### config.mk
export PLATFORM = sky130hd
export DESIGN_NAME = kmeans_stream_tx
export DESIGN_NICKNAME = d
export VERILOG_FILES = /design/src/rtl/kmeans_stream_tx.sv
export SDC_FILE = /design/constraint.sdc
export NUM_CORES = 1
export LEC_CHECK = 0
export BUFFER_PORTS_ARGS = -buffer_cell sky130_fd_sc_hd__clkbuf_2
export CAP_MARGIN = 15
export CORE_UTILIZATION = 51
export DETAILED_ROUTE_END_ITERATION = 6
export PLACE_DENSITY = 0.89
export RECOVER_POWER = 25
export SLEW_MARGIN = 20
export SYNTH_ARGS = -nofsm -noshare
export SYNTH_HDL_FRONTEND = slang
export SYNTH_SLANG_ARGS = --single-unit
### constraint.sdc
create_clock -name clk -period 7 [get_ports clk]
set_input_delay 0.35 -clock clk [delete_from_list [all_inputs] [get_ports clk]]
set_output_delay 0.35 -clock clk [all_outputs]
set_load 0.01 [all_outputs]
### src/rtl/kmeans_stream_tx.sv
// Host-side k-means stream driver: sends centroids + points from source memory, then
// collects CLUSTER_SIZE result centroids. Optional result-wait abort: KMEANS_TX_TIMEOUT_EN.
module kmeans_stream_tx #(
  parameter int unsigned CLUSTER_SIZE   = 4,
  parameter int unsigned DATA_SIZE      = 4096,
  parameter int unsigned ADDR_W         = 13,
  parameter int unsigned TIMEOUT_CYCLES = 1048576
) (
  input  logic                      clk,
  input  logic                      rst,
  input  logic                      start,
  output logic                      busy,
  output logic                      done,
  output logic                      timeout,
  output logic                      mem_rd,
  output logic [ADDR_W-1:0]         mem_addr,
  input  logic [15:0]               mem_rdata,
  output logic                      tx_valid,
  output logic [15:0]               tx_data,
  input  logic                      rx_valid,
  input  logic [15:0]               rx_data,
  output logic [16*CLUSTER_SIZE-1:0] result_flat
);

  localparam int unsigned TOTAL = CLUSTER_SIZE + DATA_SIZE;
  localparam int unsigned CNT_W = (CLUSTER_SIZE > 1) ? $clog2(CLUSTER_SIZE) : 1;
  localparam int unsigned RES_W = 16 * CLUSTER_SIZE;
  localparam int unsigned TMO_W = 20;
  localparam logic [ADDR_W-1:0] LAST_ADDR = ADDR_W'(TOTAL - 1);
  localparam logic [CNT_W-1:0]  LAST_WORD = CNT_W'(CLUSTER_SIZE - 1);

  if (64'(TOTAL) > (64'd1 << ADDR_W) || TIMEOUT_CYCLES == 32'd0 ||
      TIMEOUT_CYCLES > (32'd1 << TMO_W)) begin : g_cfg_check
    $error("kmeans_stream_tx: invalid parameterisation");
  end

  typedef enum logic [2:0] {
    S_IDLE, S_STREAM, S_DRAIN, S_WAIT_RES, S_CAPTURE, S_DONE
  } state_e;

  state_e             state_q, state_d;
  logic               busy_q, busy_d;
  logic               done_q, done_d;
  logic               mem_rd_q, mem_rd_d;
  logic [ADDR_W-1:0]  mem_addr_q, mem_addr_d;
  logic               rd_vld_q, rd_vld_d;
  logic               tx_valid_q, tx_valid_d;
  logic [15:0]        tx_data_q, tx_data_d;
  logic [CNT_W-1:0]   cnt_q, cnt_d;
  logic [RES_W-1:0]   result_q, result_d;
`ifdef KMEANS_TX_TIMEOUT_EN
  localparam logic [TMO_W-1:0] TMO_LAST = TMO_W'(TIMEOUT_CYCLES - 1);
  logic [TMO_W-1:0]   tmo_cnt_q, tmo_cnt_d;
  logic               timeout_q, timeout_d;
`endif

  // Next-state and registered-output logic; read data is forwarded one stage behind mem_rd
  always_comb begin
    state_d    = state_q;
    busy_d     = busy_q;
    done_d     = 1'b0;
    mem_rd_d   = 1'b0;
    mem_addr_d = mem_addr_q;
    rd_vld_d   = mem_rd_q;
    tx_valid_d = rd_vld_q;
    tx_data_d  = rd_vld_q ? mem_rdata : 16'h0000;
    cnt_d      = cnt_q;
    result_d   = result_q;
`ifdef KMEANS_TX_TIMEOUT_EN
    tmo_cnt_d  = tmo_cnt_q;
    timeout_d  = timeout_q;
`endif
    case (state_q)
      S_IDLE: begin
        if (start) begin
          state_d    = S_STREAM;
          busy_d     = 1'b1;
          mem_rd_d   = 1'b1;
          mem_addr_d = '0;
          cnt_d      = '0;
`ifdef KMEANS_TX_TIMEOUT_EN
          tmo_cnt_d  = '0;
          timeout_d  = 1'b0;
`endif
        end
      end
      S_STREAM: begin
        if (mem_addr_q == LAST_ADDR) begin
          state_d = S_DRAIN;
        end else begin
          mem_rd_d   = 1'b1;
          mem_addr_d = mem_addr_q + ADDR_W'(1);
        end
      end
      S_DRAIN: begin
        if (!rd_vld_q) state_d = S_WAIT_RES;
      end
      S_WAIT_RES, S_CAPTURE: begin
        if (rx_valid) begin
          for (int unsigned i = 0; i < CLUSTER_SIZE; i++) begin
            if (cnt_q == CNT_W'(i)) result_d[16*i +: 16] = rx_data;
          end
          cnt_d   = cnt_q + CNT_W'(1);
          state_d = S_CAPTURE;
        end
`ifdef KMEANS_TX_TIMEOUT_EN
        tmo_cnt_d = tmo_cnt_q + TMO_W'(1);
`endif
        if (rx_valid && cnt_q == LAST_WORD) begin
          state_d = S_DONE;
          busy_d  = 1'b0;
          done_d  = 1'b1;
          cnt_d   = '0;
        end
`ifdef KMEANS_TX_TIMEOUT_EN
        else if (tmo_cnt_q == TMO_LAST) begin
          state_d   = S_DONE;
          busy_d    = 1'b0;
          done_d    = 1'b1;
          cnt_d     = '0;
          timeout_d = 1'b1;
        end
`endif
      end
      S_DONE: state_d = S_IDLE;
      default: state_d = S_IDLE;
    endcase
  end

  always_ff @(posedge clk or posedge rst) begin
    if (rst) begin
      state_q    <= S_IDLE;
      busy_q     <= 1'b0;
      done_q     <= 1'b0;
      mem_rd_q   <= 1'b0;
      mem_addr_q <= '0;
      rd_vld_q   <= 1'b0;
      tx_valid_q <= 1'b0;
      tx_data_q  <= '0;
      cnt_q      <= '0;
      result_q   <= '0;
`ifdef KMEANS_TX_TIMEOUT_EN
      tmo_cnt_q  <= '0;
      timeout_q  <= 1'b0;
`endif
    end else begin
      state_q    <= state_d;
      busy_q     <= busy_d;
      done_q     <= done_d;
      mem_rd_q   <= mem_rd_d;
      mem_addr_q <= mem_addr_d;
      rd_vld_q   <= rd_vld_d;
      tx_valid_q <= tx_valid_d;
      tx_data_q  <= tx_data_d;
      cnt_q      <= cnt_d;
      result_q   <= result_d;
`ifdef KMEANS_TX_TIMEOUT_EN
      tmo_cnt_q  <= tmo_cnt_d;
      timeout_q  <= timeout_d;
`endif
    end
  end

  assign busy        = busy_q;
  assign done        = done_q;
  assign mem_rd      = mem_rd_q;
  assign mem_addr    = mem_addr_q;
  assign tx_valid    = tx_valid_q;
  assign tx_data     = tx_data_q;
  assign result_flat = result_q;
`ifdef KMEANS_TX_TIMEOUT_EN
  assign timeout = timeout_q;
`else
  assign timeout = 1'b0;
`endif

endmodule

After elaboration in Yosys (flattened, before gate mapping)
Cells that the tools add are included.
{"block": "classes", "add_sub_neg": 2, "n_eq_ne": 14, "muxes": 22, "reduce_logical": 14}
{"cell": "$mux 13", "count": 2}
{"cell": "$pmux 13 s2", "count": 1}
{"cell": "$reduce_and 3->1", "count": 7}
{"cell": "$mux 16", "count": 1}
{"cell": "$mux 3", "count": 5}
{"cell": "$add 13x1->13 const B", "count": 1}
{"cell": "$eq 13x13->1 const B", "count": 1}
{"cell": "$pmux 3 s4", "count": 1}
{"cell": "$ne 2x2->1 const B", "count": 5}
{"cell": "$eq 3x2->1 const B", "count": 2}
{"cell": "$mux 1", "count": 6}
{"cell": "$mux 2", "count": 3}
{"cell": "$eq 2x2->1 const B", "count": 2}
{"cell": "$pmux 1 s2", "count": 2}
{"cell": "$pmux 2 s2", "count": 1}
{"cell": "$reduce_and 4->1", "count": 1}
{"cell": "$reduce_bool 2->1", "count": 2}
{"cell": "$eq 3x1->1 const B", "count": 1}
{"cell": "$eq 3x3->1 const B", "count": 1}
{"cell": "$logic_not 3->1", "count": 1}
{"cell": "$ne 3x3->1 const B", "count": 1}
{"cell": "$add 2x1->2 const B", "count": 1}
{"cell": "$eq 2x1->1 const B", "count": 1}
{"cell": "$logic_not 2->1", "count": 1}
{"cell": "other kinds (2)", "count": 2}
{"block": "word_totals", "register_bits": 103, "output_inout_bits": 98}

Logic depth before layout (Yosys ltp)
{"block": "depth", "word_depth": 4, "mapped_depth": 7}

Worst setup path after synthesis
No wires, ideal clock.
{"block": "synth_timing", "kind": "register to register", "from": "register mem_addr_q[0], in the netlist mem_addr[0]", "to": "register mem_addr_q[2], in the netlist mem_addr[2]", "setup_time_ps": 121, "t_arrival_ps": 1636, "required_ps": 6879, "path_slack_ps": 5243, "path_stages_with_launch": 7, "path_buffers": 0, "synth_period_minus_slack_ps": 1757, "cell_sequence": "dfrtp_1 -> ha_1 -> nor4b_1 -> a31oi_2 -> nor2_1 -> inv_2 -> a22o_1"}
{"block": "synth_between", "elab_chain_cells": 3, "word_cells_on_any_way": 6}
{"element": "from (decl)", "line": "45", "source": "logic [ADDR_W-1:0] mem_addr_q, mem_addr_d;"}
{"element": "from (signal assigned)", "line": "151", "source": "mem_addr_q <= mem_addr_d;"}
{"element": "$add 13x1->13 or $eq 13x13->1 (tied branches)", "line": "92, 88"}
{"element": "$mux 13 or $ne 2x2->1 (tied branches)"}
{"element": "$pmux 13 s2 or $reduce_and 3->1 (tied branches)"}
Parallel ways exist; a longest one is shown, timed or not. The select of a mux whose other input is x is not followed.
A chain may end at the register's enable or synchronous reset.

Final worst setup path
{"block": "layout_timing", "from": "register state_q[1]", "to": "register mem_addr_q[0], in the netlist mem_addr[0]"}
{"block": "layout_between", "elab_chain_cells": 3, "word_cells_on_any_way": 7}
{"element": "from (decl)", "line": "41", "source": "state_e state_q, state_d;"}
{"element": "from (signal assigned)", "line": "147", "source": "state_q <= state_d;"}
{"element": "$eq 3x1->1 or $logic_not 3->1 (tied branches)", "line": "73", "source": "case (state_q)"}
{"element": "$ne 2x2->1 (no line) or $reduce_bool 2->1 (tied branches)"}
{"element": "$reduce_and 3->1 (no line)"}
Parallel ways exist; a longest one is shown, timed or not.

==> flow_summary.yaml <==
synthesis:
  post-synth-top-area-fraction_pct: 60.01
  netlist_instances: 303
  yosys_warnings: 0
  post_synth.cell_area_avg_um2: 14.18
  largest_family_of_logic_cells_by_synthesized_area: "multiplexers"
  yosys_register_bits: 103
  synth-simple-area-share_pct: 9.350
  synth.distinct_cells: 41
  synth_area_um2: 4295
  yosys.area_share.xor_xnor_pct: 0.4078
  area_fraction_in_compound_gates_after_synthesis_pct: 5.331
  synth_edf_count: 0
  yosys-mux-area-fraction_pct: 20.39
  ys_seq_area_share_pct: 60.01
  async_reset_ff_share_pct: 100.0
  cell_type_contributing_the_most_total_cell_area_after_synthesis: "sky130_fd_sc_hd__dfrtp_1"
  synthesized_netlist_net_count: 344
  synth.top_cells.by_area: "sky130_fd_sc_hd__dfrtp_1 (60%), sky130_fd_sc_hd__mux2_4 (10%), sky130_fd_sc_hd__mux2_2 (9.4%)"
  synth-adder-area-share_pct: 1.456
  primary_ff_master_synth: "sky130_fd_sc_hd__dfrtp_1"
critical_path:
  cp_slowest_cell: "sky130_fd_sc_hd__a31oi_2"
  setup.worst_path.class: "reg -> reg"
  ff2ff_setup_slack_ns: 4.64
  r2r.worst_path.cells: 4
  critical_path.startpoint_type: "flop"
  worst_ep_required_time_ns: 7.25
  timing.critical_path.from: "state_q[1]$_DFFE_PP0P_"
  critPathTopFamily: "simple AND/OR/NAND/NOR gates"
  cpPeakStageDelay_ns: 0.63
  crit-reg2reg-capture: "mem_addr[0]$_DFFE_PP0P_"
  critPathMaxFanout: 14
  critical_path_buf_inv_count: 0
  r2r_path_start: "state_q[1]$_DFFE_PP0P_"
  cp_cell_sequence: "or3b_1 > a31oi_2 > nor2_1 > mux2_2"
  critical_path.endpoint_type: "flop"
  worstPathArrival_ns: 2.62
global_routing:
  gr-usage-all-layers_pct: 20.93
  grt_pass1_vias: 2771
  grt_antenna_before_repair: 0
  total_overflow_reported_by_the_global_router: 0
  grt_max_degree: 74
  grt_pass1_wl_um: 14070
final_layout:
  antenna-diode-count: 0
  layout-drive-gt1-share_pct: 44.67
  num-nets-final: 477
  finish.utilization_pct: 63.50
  syn_to_final_growth_pct: 20.86
  nFillCells: 647
  commonest_non_fill_non_tap_cells_in_the_layout: "sky130_fd_sc_hd__clkbuf_2 (106), sky130_fd_sc_hd__dfrtp_1 (103), sky130_fd_sc_hd__mux2_2 (36)"
  final_common_cell: "sky130_fd_sc_hd__clkbuf_2"
  fin_cells: 546
  postLayoutCellArea_um2: 5191
sta:
  report.final.setup_viol: 0
  grt_setup_unrepaired: "false"
  final_critical_path_setup_slack_ns: 4.636
  max_freq_mhz: 422.9
  period_share_pct: 33.78
  report.final.slew_viol_count: 0
  hold_viol_final: 0
  timing_worst_slew_pin_value_ns: 1.345
  slew_headroom_pct: 9.818
  totalNegativeSetupSlack_ns: 0
  layout_min_cycle_time_ns: 2.364
  clock_skew_ns: 0.01285
clock_network:
  cts_max_level: 3
  cts_tree: "built"
  cts.reportedPaths.clkPinSlew_ns: 0.10
  cts_inserted_buffers: 9
  ctsRootBufferMaster: "sky130_fd_sc_hd__clkbuf_8"
  cts-root-to-sink-buffers: 2
  ctsResizeCount: 0
  cts_sinks: 103
  insertion_delay_ns: 0.36
floorplanning:
  design.die.area_um2: 8794
  io_pins: 134
  fp-row-count: 33
  coreArea_um2: 8175
  die_width_um: 93.78
  die-height_um: 93.78
  initial_core_util_pct: 52.54
placement:
  post_dp_cell_area_um2: 5004
  detailed_place_hpwl_um: 6161
  gpl.final_weighted_congestion: 0.8701
  count_of_buffers_inserted_at_the_top_level_ports: 132
  detailedPlace.worstSlack_ns: 4.692
  post-place-cells: 529
route:
  drt_drc_violations_left: 0
  routed_via_density: 5.361
  route.detailed.wl_per_inst_um: 16.35
  via_count: 2927
  ant_nets: 0
  drtPass1Iterations: 4
  dr.first_iter.drc_count: 79
  route.final.wire_length_um: 8925
power_and_ir_drop:
  worst_ir_drop_vdd_uv: 216.7
  static-leakage-power_nw: 2.674
  powerDensity_nw_per_um2: 432.6
min_path:
  min_from: "mem_rdata[0]"
  hold_path_depth: 2
  worst_hold_path.endpoint: "tx_data[0]$_DFF_PP0_"
  min_delay_worst_type: "in -> reg"
run_status:
  run_status: "finished clean"
flow_run:
  maxCapViolCount: 0
report_power, final:
| group | total (W) | internal, W | switching (W) |
|---|---|---|---|
| Clock | 0.000390 | 0.000180 | 0.000209 |
| Combinational | 0.000852 | 0.000427 | 0.000425 |
| Sequential | 0.00100 | 0.000830 | 0.000173 |
| Total | 0.00225 | 0.00144 | 0.000808 |
state kept, by name, summed over array words and instances (netlist names):
name,count
busy,1
cnt_q,2
done,1
mem_addr,13
mem_rd,1
rd_vld_q,1
result_flat,64
state_q,3
tx_data,16
tx_valid,1
cell type report:
cell class / instances / area, µm² / share of cell area, %
clock buffer: 10 / 137.6 / 2.651
clock inverter: 6 / 73.82 / 1.422
inverter: 9 / 35.03 / 0.6749
multi-input combinational: 179 / 1590 / 30.63
sequential: 103 / 2577 / 49.65
tap: 105 / 131.4 / 2.531
timing repair buffer: 134 / 645.6 / 12.44
layer usage:
layer	part of all wire, %	vias up	wire length (µm)	track usage, %
li1	-	1335	-	-
met1	43	1473	3830	27.77
met2	51	114	4550	33.88
met3	5.3	5	472	3.964
met4	0.80	0	71	8.333
met5	0	-	0	0
synth_stat cells, drive strengths merged, types with 3 or more instances:
cell    count
a21oi       4
a22o        4
a31oi       4
and2       16
buf         8
clkbuf      4
dfrtp     103
ha          5
inv         9
mux2       66
nand2      21
nand3       7
nor2        8
nor3b       3
nor4        6
o21ai       6
o22ai       3
o31ai       3
logic make-up after synthesis:
kind of cell	Yosys count
other cells	1
flops	103
xor+xnor	2
simple gates	71
fa+ha+maj	5
mux	68
buf+inv	21
compound gates	32
repair_timing:
item	in CTS	in global routing
buffers inserted	0	0
hold endpoints to repair	30	0
hold buffers	1	0
how the worst max path moves through the flow:
stage	end	slack (ns)	depth (start not counted)
after CTS	mem_addr[0]$_DFFE_PP0P_	4.69	4
final	mem_addr[0]$_DFFE_PP0P_	4.64	4
after floorplan	busy$_DFFE_PP0P_	3.95	1
after global routing	state_q[2]$_DFFE_PP0P_	4.31	4
after detailed placement	mem_addr[0]$_DFFE_PP0P_	4.69	4
after global placement	mem_addr[0]$_DFFE_PP0P_	4.80	4
through the flow:
stage          hold WS [ns]  power [W]
5_1_grt              0.1766   0.002389
3_5_place_dp         0.3560   0.001882
4_1_cts              0.1706   0.002277
6_report             0.1949   0.002246
2_1_floorplan        0.4160   0.001555
3_3_place_gp         0.3426   0.001827
Power figures use the tool's default switching activity.
